===== src/rtl/pl0_uart_bridge.sv =====
// UART console bridge for the PL/0 machine: TX FIFO + 8N1 serialiser, 2-flop synced deserialiser.
// Define PL0_UART_PARITY_EN to add an even-parity bit to both directions.
module pl0_uart_bridge #(
    parameter int CLKS_PER_BIT = 16,
    parameter int TX_DEPTH     = 8
) (
    input  logic       clk,
    input  logic       rst_n,
    input  logic [7:0] char_out,
    input  logic       char_out_valid,
    output logic [7:0] char_in,
    output logic       char_in_valid,
    output logic       uart_tx,
    input  logic       uart_rx,
    output logic       tx_busy,
    output logic       tx_overflow,
    output logic       rx_err
);
    localparam int CW = $clog2(CLKS_PER_BIT);
    localparam int PW = $clog2(TX_DEPTH);
    localparam logic [CW-1:0] BIT_END  = CW'(CLKS_PER_BIT - 1);
    localparam logic [CW-1:0] HALF_END = CW'(CLKS_PER_BIT / 2 - 1);
    localparam logic [PW:0]   FULL     = (PW + 1)'(TX_DEPTH);

    typedef enum logic [2:0] {
        TX_IDLE,
        TX_START,
        TX_DATA,
`ifdef PL0_UART_PARITY_EN
        TX_PAR,
`endif
        TX_STOP
    } tx_state_e;

    typedef enum logic [2:0] {
        RX_IDLE,
        RX_START,
        RX_DATA,
`ifdef PL0_UART_PARITY_EN
        RX_PAR,
`endif
        RX_STOP,
        RX_WAIT_HIGH
    } rx_state_e;

    // ---------------- TX FIFO ----------------
    logic [7:0]    fifo_mem [TX_DEPTH];
    logic [PW-1:0] wr_ptr_q, wr_ptr_d, rd_ptr_q, rd_ptr_d;
    logic [PW:0]   count_q, count_d;
    logic          ovf_q, ovf_d;
    logic          wr_en, tx_pop;
    logic [7:0]    head;

    tx_state_e     tx_state_q;
    logic [CW-1:0] tx_cnt_q;
    logic [2:0]    tx_idx_q;
    logic [7:0]    tx_sh_q;
    logic          uart_tx_q, tx_busy_q;
    logic          tx_bit_end;

    assign head       = fifo_mem[rd_ptr_q];
    assign tx_bit_end = (tx_cnt_q == BIT_END);

    always_comb begin
        // The serialiser pops from IDLE, or at the last stop-bit cycle to chain frames without a gap.
        tx_pop   = (count_q != '0) &&
                   ((tx_state_q == TX_IDLE) || (tx_state_q == TX_STOP && tx_bit_end));
        wr_en    = char_out_valid && ((count_q != FULL) || tx_pop);
        wr_ptr_d = wr_ptr_q + PW'(wr_en);
        rd_ptr_d = rd_ptr_q + PW'(tx_pop);
        count_d  = count_q + (PW + 1)'(wr_en) - (PW + 1)'(tx_pop);
        ovf_d    = ovf_q | (char_out_valid & ~wr_en);
    end

    always_ff @(posedge clk) begin
        if (wr_en) fifo_mem[wr_ptr_q] <= char_out;
    end

    always_ff @(posedge clk or negedge rst_n) begin
        if (!rst_n) begin
            wr_ptr_q <= '0;
            rd_ptr_q <= '0;
            count_q  <= '0;
            ovf_q    <= 1'b0;
        end else begin
            wr_ptr_q <= wr_ptr_d;
            rd_ptr_q <= rd_ptr_d;
            count_q  <= count_d;
            ovf_q    <= ovf_d;
        end
    end

    // ---------------- TX serialiser ----------------
`ifdef PL0_UART_PARITY_EN
    logic tx_par_q;
`endif

    always_ff @(posedge clk or negedge rst_n) begin
        if (!rst_n) begin
            tx_state_q <= TX_IDLE;
            tx_cnt_q   <= '0;
            tx_idx_q   <= '0;
            tx_sh_q    <= '0;
            uart_tx_q  <= 1'b1;
            tx_busy_q  <= 1'b0;
`ifdef PL0_UART_PARITY_EN
            tx_par_q   <= 1'b0;
`endif
        end else begin
            tx_cnt_q <= tx_bit_end ? '0 : tx_cnt_q + CW'(1);
            if (tx_pop) begin
                tx_state_q <= TX_START;
                tx_cnt_q   <= '0;
                tx_idx_q   <= '0;
                tx_sh_q    <= head;
                uart_tx_q  <= 1'b0;
                tx_busy_q  <= 1'b1;
`ifdef PL0_UART_PARITY_EN
                tx_par_q   <= ^head;
`endif
            end else begin
                case (tx_state_q)
                    TX_IDLE: tx_cnt_q <= '0;
                    TX_START: if (tx_bit_end) begin
                        tx_state_q <= TX_DATA;
                        uart_tx_q  <= tx_sh_q[0];
                    end
                    TX_DATA: if (tx_bit_end) begin
                        if (tx_idx_q == 3'd7) begin
`ifdef PL0_UART_PARITY_EN
                            tx_state_q <= TX_PAR;
                            uart_tx_q  <= tx_par_q;
`else
                            tx_state_q <= TX_STOP;
                            uart_tx_q  <= 1'b1;
`endif
                        end else begin
                            tx_sh_q   <= {1'b0, tx_sh_q[7:1]};
                            uart_tx_q <= tx_sh_q[1];
                            tx_idx_q  <= tx_idx_q + 3'd1;
                        end
                    end
`ifdef PL0_UART_PARITY_EN
                    TX_PAR: if (tx_bit_end) begin
                        tx_state_q <= TX_STOP;
                        uart_tx_q  <= 1'b1;
                    end
`endif
                    TX_STOP: if (tx_bit_end) begin
                        tx_state_q <= TX_IDLE;
                        tx_busy_q  <= 1'b0;
                    end
                    default: begin
                        tx_state_q <= TX_IDLE;
                        uart_tx_q  <= 1'b1;
                        tx_busy_q  <= 1'b0;
                    end
                endcase
            end
        end
    end

    // ---------------- RX deserialiser ----------------
    rx_state_e     rx_state_q;
    logic          rx_s1_q, rx_s2_q;
    logic [CW-1:0] rx_cnt_q;
    logic [2:0]    rx_idx_q;
    logic [7:0]    rx_sh_q;
    logic [7:0]    char_in_q;
    logic          char_in_valid_q, rx_err_q;
    logic          rx_bit_end;
`ifdef PL0_UART_PARITY_EN
    logic          rx_par_err_q;
`endif

    assign rx_bit_end = (rx_cnt_q == BIT_END);

    always_ff @(posedge clk or negedge rst_n) begin
        if (!rst_n) begin
            rx_state_q      <= RX_IDLE;
            rx_s1_q         <= 1'b1;
            rx_s2_q         <= 1'b1;
            rx_cnt_q        <= '0;
            rx_idx_q        <= '0;
            rx_sh_q         <= '0;
            char_in_q       <= '0;
            char_in_valid_q <= 1'b0;
            rx_err_q        <= 1'b0;
`ifdef PL0_UART_PARITY_EN
            rx_par_err_q    <= 1'b0;
`endif
        end else begin
            rx_s1_q         <= uart_rx;
            rx_s2_q         <= rx_s1_q;
            char_in_valid_q <= 1'b0;
            rx_err_q        <= 1'b0;
            rx_cnt_q        <= rx_bit_end ? '0 : rx_cnt_q + CW'(1);
            case (rx_state_q)
                RX_IDLE: begin
                    rx_cnt_q <= '0;
                    if (!rx_s2_q) rx_state_q <= RX_START;
                end
                // Half-bit re-sample rejects glitches and centres later samples in each bit.
                RX_START: if (rx_cnt_q == HALF_END) begin
                    rx_cnt_q   <= '0;
                    rx_idx_q   <= '0;
                    rx_state_q <= rx_s2_q ? RX_IDLE : RX_DATA;
                end
                RX_DATA: if (rx_bit_end) begin
                    rx_sh_q  <= {rx_s2_q, rx_sh_q[7:1]};
                    rx_idx_q <= rx_idx_q + 3'd1;
`ifdef PL0_UART_PARITY_EN
                    if (rx_idx_q == 3'd7) rx_state_q <= RX_PAR;
`else
                    if (rx_idx_q == 3'd7) rx_state_q <= RX_STOP;
`endif
                end
`ifdef PL0_UART_PARITY_EN
                RX_PAR: if (rx_bit_end) begin
                    rx_par_err_q <= rx_s2_q ^ (^rx_sh_q);
                    rx_state_q   <= RX_STOP;
                end
`endif
                RX_STOP: if (rx_bit_end) begin
                    if (rx_s2_q) begin
                        rx_state_q <= RX_IDLE;
`ifdef PL0_UART_PARITY_EN
                        if (rx_par_err_q) begin
                            rx_err_q <= 1'b1;
                        end else begin
                            char_in_q       <= rx_sh_q;
                            char_in_valid_q <= 1'b1;
                        end
`else
                        char_in_q       <= rx_sh_q;
                        char_in_valid_q <= 1'b1;
`endif
                    end else begin
                        rx_err_q   <= 1'b1;
                        rx_state_q <= RX_WAIT_HIGH;
                    end
                end
                RX_WAIT_HIGH: begin
                    rx_cnt_q <= '0;
                    if (rx_s2_q) rx_state_q <= RX_IDLE;
                end
                default: rx_state_q <= RX_IDLE;
            endcase
        end
    end

    assign uart_tx       = uart_tx_q;
    assign tx_busy       = tx_busy_q;
    assign tx_overflow   = ovf_q;
    assign char_in       = char_in_q;
    assign char_in_valid = char_in_valid_q;
    assign rx_err        = rx_err_q;
endmodule


===== config.mk =====
export PLATFORM = sky130hd
export DESIGN_NAME = pl0_uart_bridge
export DESIGN_NICKNAME = d
export VERILOG_FILES = /design/src/rtl/pl0_uart_bridge.sv
export SDC_FILE = /design/constraint.sdc
export NUM_CORES = 1
export LEC_CHECK = 0
export CAP_MARGIN = 20
export CORE_AREA = 5 5 100 102
export CTS_CLUSTER_DIAMETER = 60
export DETAILED_ROUTE_END_ITERATION = 8
export DIE_AREA = 0 0 105 107
export PLACE_DENSITY_LB_ADDON = 0.05
export SYNTH_ARGS = -nofsm -noshare
export SYNTH_HDL_FRONTEND = slang
export SYNTH_SLANG_ARGS = --single-unit

===== constraint.sdc =====
create_clock -name clk -period 3 [get_ports clk]
set_input_delay 0.6 -clock clk [delete_from_list [all_inputs] [get_ports clk]]
set_output_delay 0.6 -clock clk [all_outputs]
set_load 0.005 [all_outputs]

==> results of run 1 <==
## through the flow
stage	instance area (um2)	cells	hold slack, ps	utilization (%)
6_report	6230	504	67.4	69.0
5_1_grt	6230	504	94.6	69.0
4_1_cts	6200	503	279	68.7
3_5_place_dp	5670	471	348	62.9
3_3_place_gp	5670	471	351	62.9
2_1_floorplan	5300	336	304	-
## cell usage after synthesis (2+ instances only)
library cell,count,share of area (%)
xnor2_1,3,0.50
edfxtp_1,64,36
buf_4,2,0.28
nand2_1,8,0.57
nor2b_1,10,1.2
dfrtp_1,57,27
nand3b_1,2,0.28
buf_6,3,0.64
ha_1,19,4.5
mux4_1,9,4.5
inv_1,11,0.78
nor3_1,4,0.38
xor2_1,4,0.66
nand2b_1,3,0.35
a21o_1,2,0.28
dfstp_2,3,1.5
nor3b_1,3,0.43
a211oi_1,7,0.99
buf_2,5,0.47
a21oi_1,18,1.7
mux2_4,8,2.3
mux4_2,7,3.0
mux2_2,9,1.9
clkbuf_1,3,0.21
a311oi_1,2,0.33
a22o_1,2,0.33
nor2_1,21,1.5
o21ai_0,8,0.76
and3_1,2,0.24
nand4_1,2,0.24
mux2i_1,11,2.1
nand3_1,4,0.38
## routing by layer
metal  share of wire [%]  vias up  track usage, %
met4                0.75        0            5.30
li1                    -     1363               -
met3                 3.8        4            5.96
met5                   0        -               0
met2                  49       49            25.3
met1                  46     1442            21.9
## state kept, by name, summed over array words and instances, names as in the netlist
signal / cells
wr_ptr_q: 3
rx_idx_q: 3
rx_sh_q: 8
uart_tx: 1
char_in_valid: 1
char_in: 8
count_q: 4
tx_state_q: 2
tx_idx_q: 3
rx_err: 1
fifo_mem: 64
tx_overflow: 1
rx_state_q: 3
rx_s2_q: 1
rx_cnt_q: 4
tx_cnt_q: 4
tx_sh_q: 8
rx_s1_q: 1
tx_busy: 1
rd_ptr_q: 3
## critical path: cells and delay by family (launching register included)
kind | cells | cell delay [ps]
adders and majority gates | 3 | 950
AOI/OAI and AO/OA | 2 | 200
buffers and inverters | 1 | 120
and+or+nand+nor | 2 | 610
xor gates and xnor gates | 1 | 150
DFF | 1 | 420
## area by class of cell
type | count | share of cell area (%)
multi-input combinational | 187 | 27.7
tap | 111 | 2.23
clock inverter | 14 | 1.79
sequential | 124 | 55.0
clock buffer | 18 | 6.71
inverter | 11 | 0.663
timing repair buffer | 39 | 5.91
## report_power, final
part | internal [mW] | switching [mW] | total (mW)
Sequential | 2.04 | 0.140 | 2.18
Combinational | 0.294 | 0.322 | 0.616
Clock | 1.03 | 0.764 | 1.79
## how the worst max path moves through the flow
stage / end / slack [ps] / cells after the start
after floorplan: count_q[2] / 600 / 11
after global placement: count_q[2] / 510 / 9
after detailed placement: count_q[2] / 430 / 9
after CTS: count_q[2] / 420 / 9
after global routing: count_q[2] / 250 / 9
final: count_q[2] / 430 / 9
## placed cells by master (no fill, tap or decap), types with 2 or more instances in the layout
cell / n
edfxtp_1: 64
dfrtp_1: 57
clkdlybuf4s50_1: 23
nor2_1: 21
ha_1: 19
a21oi_1: 18
clkbuf_16: 16
buf_4: 14
inv_1: 11
mux2i_1: 11
nor2b_1: 10
mux2_2: 9
mux4_1: 9
o21ai_0: 8
nand2_1: 8
mux2_4: 8
mux4_2: 7
a211oi_1: 7
nor3_1: 4
xor2_1: 4
nand3_1: 4
inv_6: 4
clkinvlp_4: 4
xnor2_1: 3
nor3b_1: 3
nand2b_1: 3
clkinv_2: 3
dfstp_2: 3
and3_1: 2
a21o_1: 2
a311oi_1: 2
nand3b_1: 2
nand4_1: 2
a22o_1: 2
inv_8: 2
## cell families (layout without fill, tap and decap cells)
kind of cell             Yosys count  count (layout)
buffers and inverters             25              82
multiplexers                      44              44
flip-flops                       124             124
AO/OA/AOI/OAI                     49              49
AND/OR/NAND/NOR                   67              67
XOR/XNOR                           7               7
adder cells (fa/ha/maj)           20              20
==> impl_results.md, run 1 <==
* Status: completed
* Clk root buf: clkbuf_8
* Final WS setup at 431 ps
* Cell count after synthesis at 336
* Final WL at 8.51 mm
* Worst reg2reg path startpoint: tx_state_q[1]
* Place WS at 433 ps
* Multi-input logic area at around 1700 um2
* Post-synth top flop: edfxtp_1
* CTS resizes at 0
* Chip height at 107 um
* Wire per inst at 16.9 um
* Compound-Gate Fraction of Synth Area at 6.05%
* Final Setup Violations at 0
* Vias in the first global route at 2796
* Setup Fix Bufs, Post-CTS at 0
* Post-Synth XOR/XNOR Area at 1.16%
* Mapped Area at 5300 um2
* DR pass1 iterations at 4
* Post-DP HPWL at 5.55 mm
* Total clock sinks at between 100 and 150
* Post-Synth Simple-Gate Area at 6.78%
* CTS Buffer Depth at 2
* CTS Buf Count at 17
* Diode count at 0
* Area growth from synthesis to layout at 17.6%
* Row Count at 35
* PortBufs at 24
* Async set-reset flop share out of synthesis at around half
* Minimum clock period at 2570 ps
* Largest net degree at the start of global routing at 46
* Clk_skew at 10.2 ps
* Yosys reg bits at 124
* Min-Delay Path Class: input port to asynchronous set/reset pin
* Starting Density at 58.7%
* Layout cell share with drive strength beyond 1 at approximately a fifth
* Tcrit/Tclk final at ~86%
* Slew Viols, Final at 0
* PD cells at 737 nW/um2
* Vias per cell at 5.67
* Core Area at 9020 um2
* Gpl congestion at 0.784
* Fmax at around 400 MHz
* Die Area at 11200 um2
* Crit Reg-Reg Endpoint: count_q[2]
* Post-synthesis sequential area ratio at 64.7%
* First-pass GRT wire length at approximately 14 mm
* Fillers at 618
* Clock H-tree levels at 4
* Crit path required time at 3400 ps
* Initial antenna violation count at 0
* CP Capture Type: register
* Most common cell on crit path: ha_1
* Reg-to-reg slack, setup at 430 ps
* Final hold violation count at 0
* Worst vdd ir at 0.518 mV
* Total congestion overflow at 0
* RSZ-0062 raised after global routing: false
* Clk_lat worst skew at between 500 and 600 ps
* Post-synth EDFFs at 64
* Critical Path, Cell by Cell: inv_1 > ha_1 > a41oi_1 > or2_2 > nand2_1 > o21ai_0 > ha_1 > fa_1 > xor2_1
* Final #Nets at 412
* CP Launch Point: tx_state_q[1]
* Yosys warns at 0
* Syn_nets at ~370
* Mux share of post-synthesis cell area at 13.7%
* Via count at 2858
* Fin Setup TNS at 0 ps
* Storage element area at ~3400 um2
* Unique masters post-synth at 52
* Main combinational cell family by area after synthesis: multiplexers
* Clk slew on worst S/H paths at 60 ps
* Hold_buf cts at 0
* Reg2reg path depth at 9
* Startpoint Class: register
* Die X at about 110 um
* Iteration-0 DRC Markers at 101
* Adder-Cell Fraction of Synth Area at 4.87%
* Crit-path max FO at 21
* DRC at 0
* Max-cap viol count at 0
* Syn avg cell area at 15.8 um2
* Critical path class: register to register
* WP data arrival at about 3000 ps
* Worst path slowest cell: or2_2
* Slowest stage delay, CP at ~500 ps
* CTS tree: built
* Least-Margin Pin Slew at 703 ps
* Max_slew headroom at 53.1%
* Leak pwr at 2.55 nW
* Gr usage total at 16.4%
* Total power draw at around 4.6 mW
* Post-route ant nets at 0
* Ports at 25
Power figures use the tool's default switching activity.
==> run 2, diff against run 1 <==
Settings changed: CORE_AREA 5 5 100 102 to 5 5 99 101, CTS_BUF_LIST set to sky130_fd_sc_hd__clkbuf_8, DIE_AREA 0 0 105 107 to 0 0 104 106.
==> run 2 against run 1 <==
Setup slack worse by 13 ps. Critical path depth stayed put. Clock skew is 3.2 ps higher. Sequential power hardly changed. Non-clock buffer count is 4 lower. Utilization is 1.4 points lower. Via count is 1.7% lower. Power is 8.3% lower. Global-route usage is 0.20 points lower. Critical path type unchanged.
==> impl_results.md, run 2 (synthesis gave the netlist of run 1 again) <==
* Clock power frac at 33.9% (was 39.1%)
* Leak pwr at 2.46 nW (was 2.55 nW)
* Slew Viols, Final at 0 (unchanged)
* Top reg by flops: fifo_mem (unchanged)
* Most frequent cells in the layout: 64 x edfxtp_1, 57 x dfrtp_1, 23 x clkdlybuf4s50_1 (unchanged)
* Status: completed (unchanged)
* Comb pwr share at 14.4% (was 13.4%)
* Total clock sinks at 124 (unchanged)
* Critical path class: register to register (unchanged)
* Ports at 25 (unchanged)
* CTS Buffer Depth at 2 (unchanged)
* Clk_lat worst skew at 420 ps (was 510 ps)
* Total congestion overflow at 0 (unchanged)
* Final non-filler cell total at 499 (was 504)
* Layout cell share with drive strength beyond 1 at 19.3% (was 20.1%)
* Final Setup Violations at 0 (unchanged)
* Die Area at 11000 um2 (was 11200 um2)
* Max-cap viol count at 0 (unchanged)
* Min-Delay Path Class: input port to asynchronous set/reset pin (unchanged)
* Max_slew headroom at 49.1% (was 53.1%)
* Vias per cell at 5.63 (was 5.67)
* Diode count at 0 (unchanged)
* Row Count at 35 (unchanged)
* Gpl congestion at 0.812 (was 0.784)
* Largest net degree at the start of global routing at 61 (was 46)
* Final WL at 8.27 mm (was 8.51 mm)
* Post-route ant nets at 0 (unchanged)
* WP data arrival at 2880 ps (was 2970 ps)
* Worst vdd ir at 0.498 mV (was 0.518 mV)
* Initial antenna violation count at 0 (unchanged)
* Pint at 3.07 mW (was 3.37 mW)
* Hold_buf cts at 0 (unchanged)
* First-pass GRT wire length at 14.1 mm (was 14.2 mm)
* PD cells at 697 nW/um2 (was 737 nW/um2)
* Die X at 104 um (was 105 um)
* Fmax at 387 MHz (was 389 MHz)
* Post-Place Cells at 468 (was 471)
* Crit path required time at 3300 ps (was 3400 ps)
* Core Area at 8930 um2 (was 9020 um2)
* Sw power at 1.14 mW (was 1.22 mW)
* PortBufs at 24 (unchanged)
* Flop pwr share at 51.6% (was 47.5%)
* Post-DP HPWL at 5.59 mm (was 5.55 mm)
* Wire per inst at 16.6 um (was 16.9 um)
* Largest register FFs at 64 (unchanged)
* Clk_skew at 13.4 ps (was 10.2 ps)
* CTS resizes at 0 (unchanged)
* Tcrit/Tclk final at 86.1% (was 85.6%)
* Starting Density at 59.3% (was 58.7%)
* Clk root buf: clkbuf_8 (unchanged)
* Gr usage total at 16.2% (was 16.4%)
* Final WS setup at 418 ps (was 431 ps)
* Crit-path max FO at 21 (unchanged)
* RSZ-0062 raised after global routing: false (unchanged)
* Least-Margin Pin Slew at 763 ps (was 703 ps)
* Iteration-0 DRC Markers at 118 (was 101)
* Clk slew on worst S/H paths at 70 ps (was 60 ps)
* Fin Setup TNS at 0 ps (unchanged)
* CTS tree: built (unchanged)
* Vias in the first global route at 2886 (was 2796)
* Via count at 2808 (was 2858)
* Sw Share at 27.0% (was 26.7%)
* Setup Fix Bufs, Post-CTS at 0 (unchanged)
* CP Capture Type: register (unchanged)
* Clock H-tree levels at 4 (unchanged)
* DRC at 0 (unchanged)
* CTS Buf Count at 17 (unchanged)
* DR pass1 iterations at 4 (unchanged)
* Commonest non-fill, non-tap cell in the layout: edfxtp_1 (unchanged)
* Startpoint Class: register (unchanged)
* Place WS at 414 ps (was 433 ps)
* Minimum clock period at 2580 ps (was 2570 ps)
* Fillers at 615 (was 618)
* Area growth from synthesis to layout at 14.0% (was 17.6%)
* Final hold violation count at 0 (unchanged)
* Chip height at 106 um (was 107 um)
* Final #Nets at 408 (was 412)
[run 2: cell count changes in the layout (fill, tap and decap cells not counted), sizes merged]
cell      change
buf           -4
clkinv        -1
bufinv        +2
clkbuf        -1
clkinvlp      -1
[run 2: final cells by class]
type | instances | area (um2) | share of cell area, %
Inverter | 11 | 41.3 | 0.684
Tap cell | 111 | 139 | 2.30
Clock buffer | 17 | 234 | 3.87
Timing Repair Buffer | 35 | 318 | 5.26
Multi-Input combinational cell | 187 | 1720 | 28.5
Clock inverter | 14 | 158 | 2.61
Sequential cell | 124 | 3430 | 56.7
[run 2: path summary, 6_finish.rpt]
path | start | to | slack (ps) | depth (start not counted)
max reg2reg | tx_state_q[1] | count_q[2] | 420 | 9
max | tx_state_q[1] | count_q[2] | 420 | 9
min in group clk | rx_s1_q | rx_s2_q | 350 | 0
max in group asynchronous | rst_n | rx_sh_q[5] | 2160 | 2
min | rst_n | tx_cnt_q[3] | 330 | 2
min reg2reg | rx_s1_q | rx_s2_q | 350 | 0
[run 2: through the flow]
step / cell area (um2) / power (mW) / utilization (%) / hold WS (ps)
floorplan: 5300 / 2.61 / - / 304
global placement: 5650 / 2.79 / 63.2 / 347
detailed placement: 5650 / 2.83 / 63.2 / 348
CTS: 6040 / 4.26 / 67.6 / 343
global route: 6040 / 4.44 / 67.6 / 363
finish: 6040 / 4.21 / 67.6 / 329
[run 2: metal layers]
layer | GRT usage [%] | up-vias | routed length, um | share of wire [%]
met5 | 0 | - | 0 | 0
met3 | 5.04 | 4 | 243 | 2.9
li1 | - | 1357 | - | -
met1 | 21.0 | 1408 | 3810 | 46
met2 | 26.4 | 39 | 4170 | 50
met4 | 5.00 | 0 | 57 | 0.69
[run 2: critical path: stages, from the launching register on]
cell     delay [ps]
dfrtp_1         430
inv_1           110
ha_1            340
a41oi_1         130
or2_2           500
nand2_1         110
o21ai_0          80
ha_1            230
fa_1            380
xor2_1          150
[run 2: power by group through the flow]
stage               logic, mW  clock network [mW]  registers, mW
finish                  0.607                1.43           2.17
global route            0.688                1.55           2.20
floorplan               0.448                   0           2.17
detailed placement      0.620                   0           2.21
CTS                     0.621                1.47           2.18
global placement        0.595                   0           2.20
==> run 3, diff against run 2 <==
Settings changed: ABC_CLOCK_PERIOD_IN_PS set to 3000, REMOVE_ABC_BUFFERS set to 1.
==> run 3 against run 2 <==
Combinational power up 1%. First-iteration DRC count rose by 30%. Clock skew increased by 1.2 ps. Flip-flop and latch count unchanged. Routed wire length increased by 3.5%. Die area stayed put.
==> impl_results.md, run 3 (synthesis gave the netlist of run 1 again) <==
* Final WS setup at 592 ps (was 418 ps)
* Setup Fix Bufs, Post-CTS at 0 (unchanged)
* PortBufs at 24 (unchanged)
* Slew Viols, Final at 0 (unchanged)
* Row Count at 35 (unchanged)
* Post-DP HPWL at 5.76 mm (was 5.59 mm)
* Tcrit/Tclk final at 80.3% (was 86.1%)
* Post-Place Cells at 470 (was 468)
* Clk slew on worst S/H paths at 80 ps (was 70 ps)
* Wire per inst at 17.1 um (was 16.6 um)
* CP Launch Point: tx_state_q[1] (unchanged)
* Startpoint Class: register (unchanged)
* Wire length on met2 at 4.24 mm (was 4.17 mm)
* Post-route ant nets at 0 (unchanged)
* Gpl congestion at 0.830 (was 0.812)
* Fmax at 415 MHz (was 387 MHz)
* CP Capture Type: register (unchanged)
* Largest net degree at the start of global routing at 61 (unchanged)
* Most frequent cells in the layout: 64 x edfxtp_1, 57 x dfrtp_1, 23 x clkdlybuf4s50_1 (unchanged)
* DRC at 0 (unchanged)
* WP data arrival at 2720 ps (was 2880 ps)
* Vias in the first global route at 3033 (was 2886)
* Total congestion overflow at 0 (unchanged)
* CTS Buffer Depth at 2 (unchanged)
* Iteration-0 DRC Markers at 153 (was 118)
* Max_slew headroom at 49.1% (about the same)
* Clk_lat worst skew at 420 ps (about the same)
* Layout cell share with drive strength beyond 1 at 19.9% (was 19.3%)
* DR pass1 iterations at 4 (unchanged)
* Final non-filler cell total at 502 (was 499)
* Routed length on met1 at 3.94 mm (was 3.81 mm)
* Fin Setup TNS at 0 ps (unchanged)
* CTS tree: built (unchanged)
* Die Area at 11000 um2 (unchanged)
* Crit path required time at 3320 ps (was 3300 ps)
* Critical Path, Cell by Cell: inv_1 > ha_1 > a41oi_1 > or2_2 > nand2_1 > o21ai_0 > ha_1 > fa_1 > xor2_1 (unchanged)
* Max layer used: met4 (unchanged)
* Final Setup Violations at 0 (unchanged)
* Diode count at 0 (unchanged)
* PD cells at 728 nW/um2 (was 697 nW/um2)
* Final hold violation count at 0 (unchanged)
* Area growth from synthesis to layout at 15.5% (was 14.0%)
* Max-cap viol count at 0 (unchanged)
* Via count at 2840 (was 2808)
* Vias per cell at 5.66 (was 5.63)
* CTS resizes at 0 (unchanged)
* Clk_skew at 14.6 ps (was 13.4 ps)
* Most common cell on crit path: ha_1 (unchanged)
* Gr usage total at 17.1% (was 16.2%)
* Ports at 25 (unchanged)
* Slowest stage delay, CP at 430 ps (was 500 ps)
* Final #Nets at 410 (was 408)
* Largest register FFs at 64 (unchanged)
* Top reg by flops: fifo_mem (unchanged)
* Crit-path max FO at 9 (was 21)
* Least-Margin Pin Slew at 763 ps (about the same)
* Clock H-tree levels at 4 (unchanged)
* Min-Delay Path Class: input port to asynchronous set/reset pin (unchanged)
* Hold_ws at 328 ps (was 329 ps)
* Starting Density at 59.3% (unchanged)
* Place WS at 555 ps (was 414 ps)
* Core Area at 8930 um2 (unchanged)
* Leak pwr at 2.51 nW (was 2.46 nW)
* Clk root buf: clkbuf_8 (unchanged)
* First-pass GRT wire length at 14.9 mm (was 14.1 mm)
* Commonest non-fill, non-tap cell in the layout: edfxtp_1 (unchanged)
* Final WL at 8.56 mm (was 8.27 mm)
* Minimum clock period at 2410 ps (was 2580 ps)
* Met3 Routed Length at 284 um (was 243 um)
* RSZ-0062 raised after global routing: false (unchanged)
* Status: completed (unchanged)
* Die X at 104 um (unchanged)
* Chip height at 106 um (unchanged)
* CTS Buf Count at 17 (unchanged)
* Total clock sinks at 124 (unchanged)
* Critical path class: register to register (unchanged)
* Initial antenna violation count at 0 (unchanged)
* Worst path slowest cell: dfrtp_1 (was or2_2)
* Worst vdd ir at 0.548 mV (was 0.498 mV)
* Hold_buf cts at 0 (unchanged)
* Worst reg2reg path startpoint: tx_state_q[1] (unchanged)
run 3: changes by cell type in the layout (fill, tap and decap cells not counted):
cell,before,now
clkinv_2,1,0
buf_4,11,13
bufinv_16,2,4
clkinvlp_4,3,1
clkinv_4,2,1
inv_8,0,3
run 3: layout make-up:
type / count / area (um2)
clock buffer: 17 / 234
clock inverter: 15 / 223
multi-input combinational: 187 / 1720
sequential: 124 / 3430
tap: 111 / 139
timing repair buffer: 37 / 333
fill: 638 / 2810
inverter: 11 / 41.3
run 3: final timing paths:
path	to	slack, ps	depth (start not counted)
min in group clk	rx_s2_q	360	0
worst max register to register	count_q[2]	590	9
worst max-delay path	count_q[2]	590	9
worst min register to register	rx_s2_q	360	0
max in group asynchronous	char_in[3]	2160	2
worst min-delay path	tx_cnt_q[2]	330	2
run 3: critical path: cells and delay by family, from the launching register on:
family / cells / cell delay [ps]
buffers and inverters: 1 / 130
AO/OA/AOI/OAI: 2 / 240
adder cells (fa/ha/maj): 3 / 940
flip-flops: 1 / 430
AND/OR/NAND/NOR: 2 / 430
XOR/XNOR: 1 / 150
run 3: power by group:
group	internal, mW	switching [mW]	leakage [nW]
registers	2.04	0.142	1.34
logic	0.285	0.328	0.939
clock network	0.940	0.724	0.228
run 3: stage by stage:
step                      power (mW)  instance area [um2]  utilization, %
after floorplan                 2.59                 5190               -
after global placement          2.79                 5660            63.4
after detailed placement        2.83                 5660            63.4
after CTS                       4.51                 6120            68.5
after global routing            4.70                 6120            68.5
final                           4.46                 6120            68.5
run 3: routing by layer:
layer | vias to the layer above | global-route usage [%]
met3 | 10 | 5.16
met5 | - | 0
met1 | 1425 | 21.9
li1 | 1357 | -
met4 | 0 | 6.11
met2 | 48 | 28.0
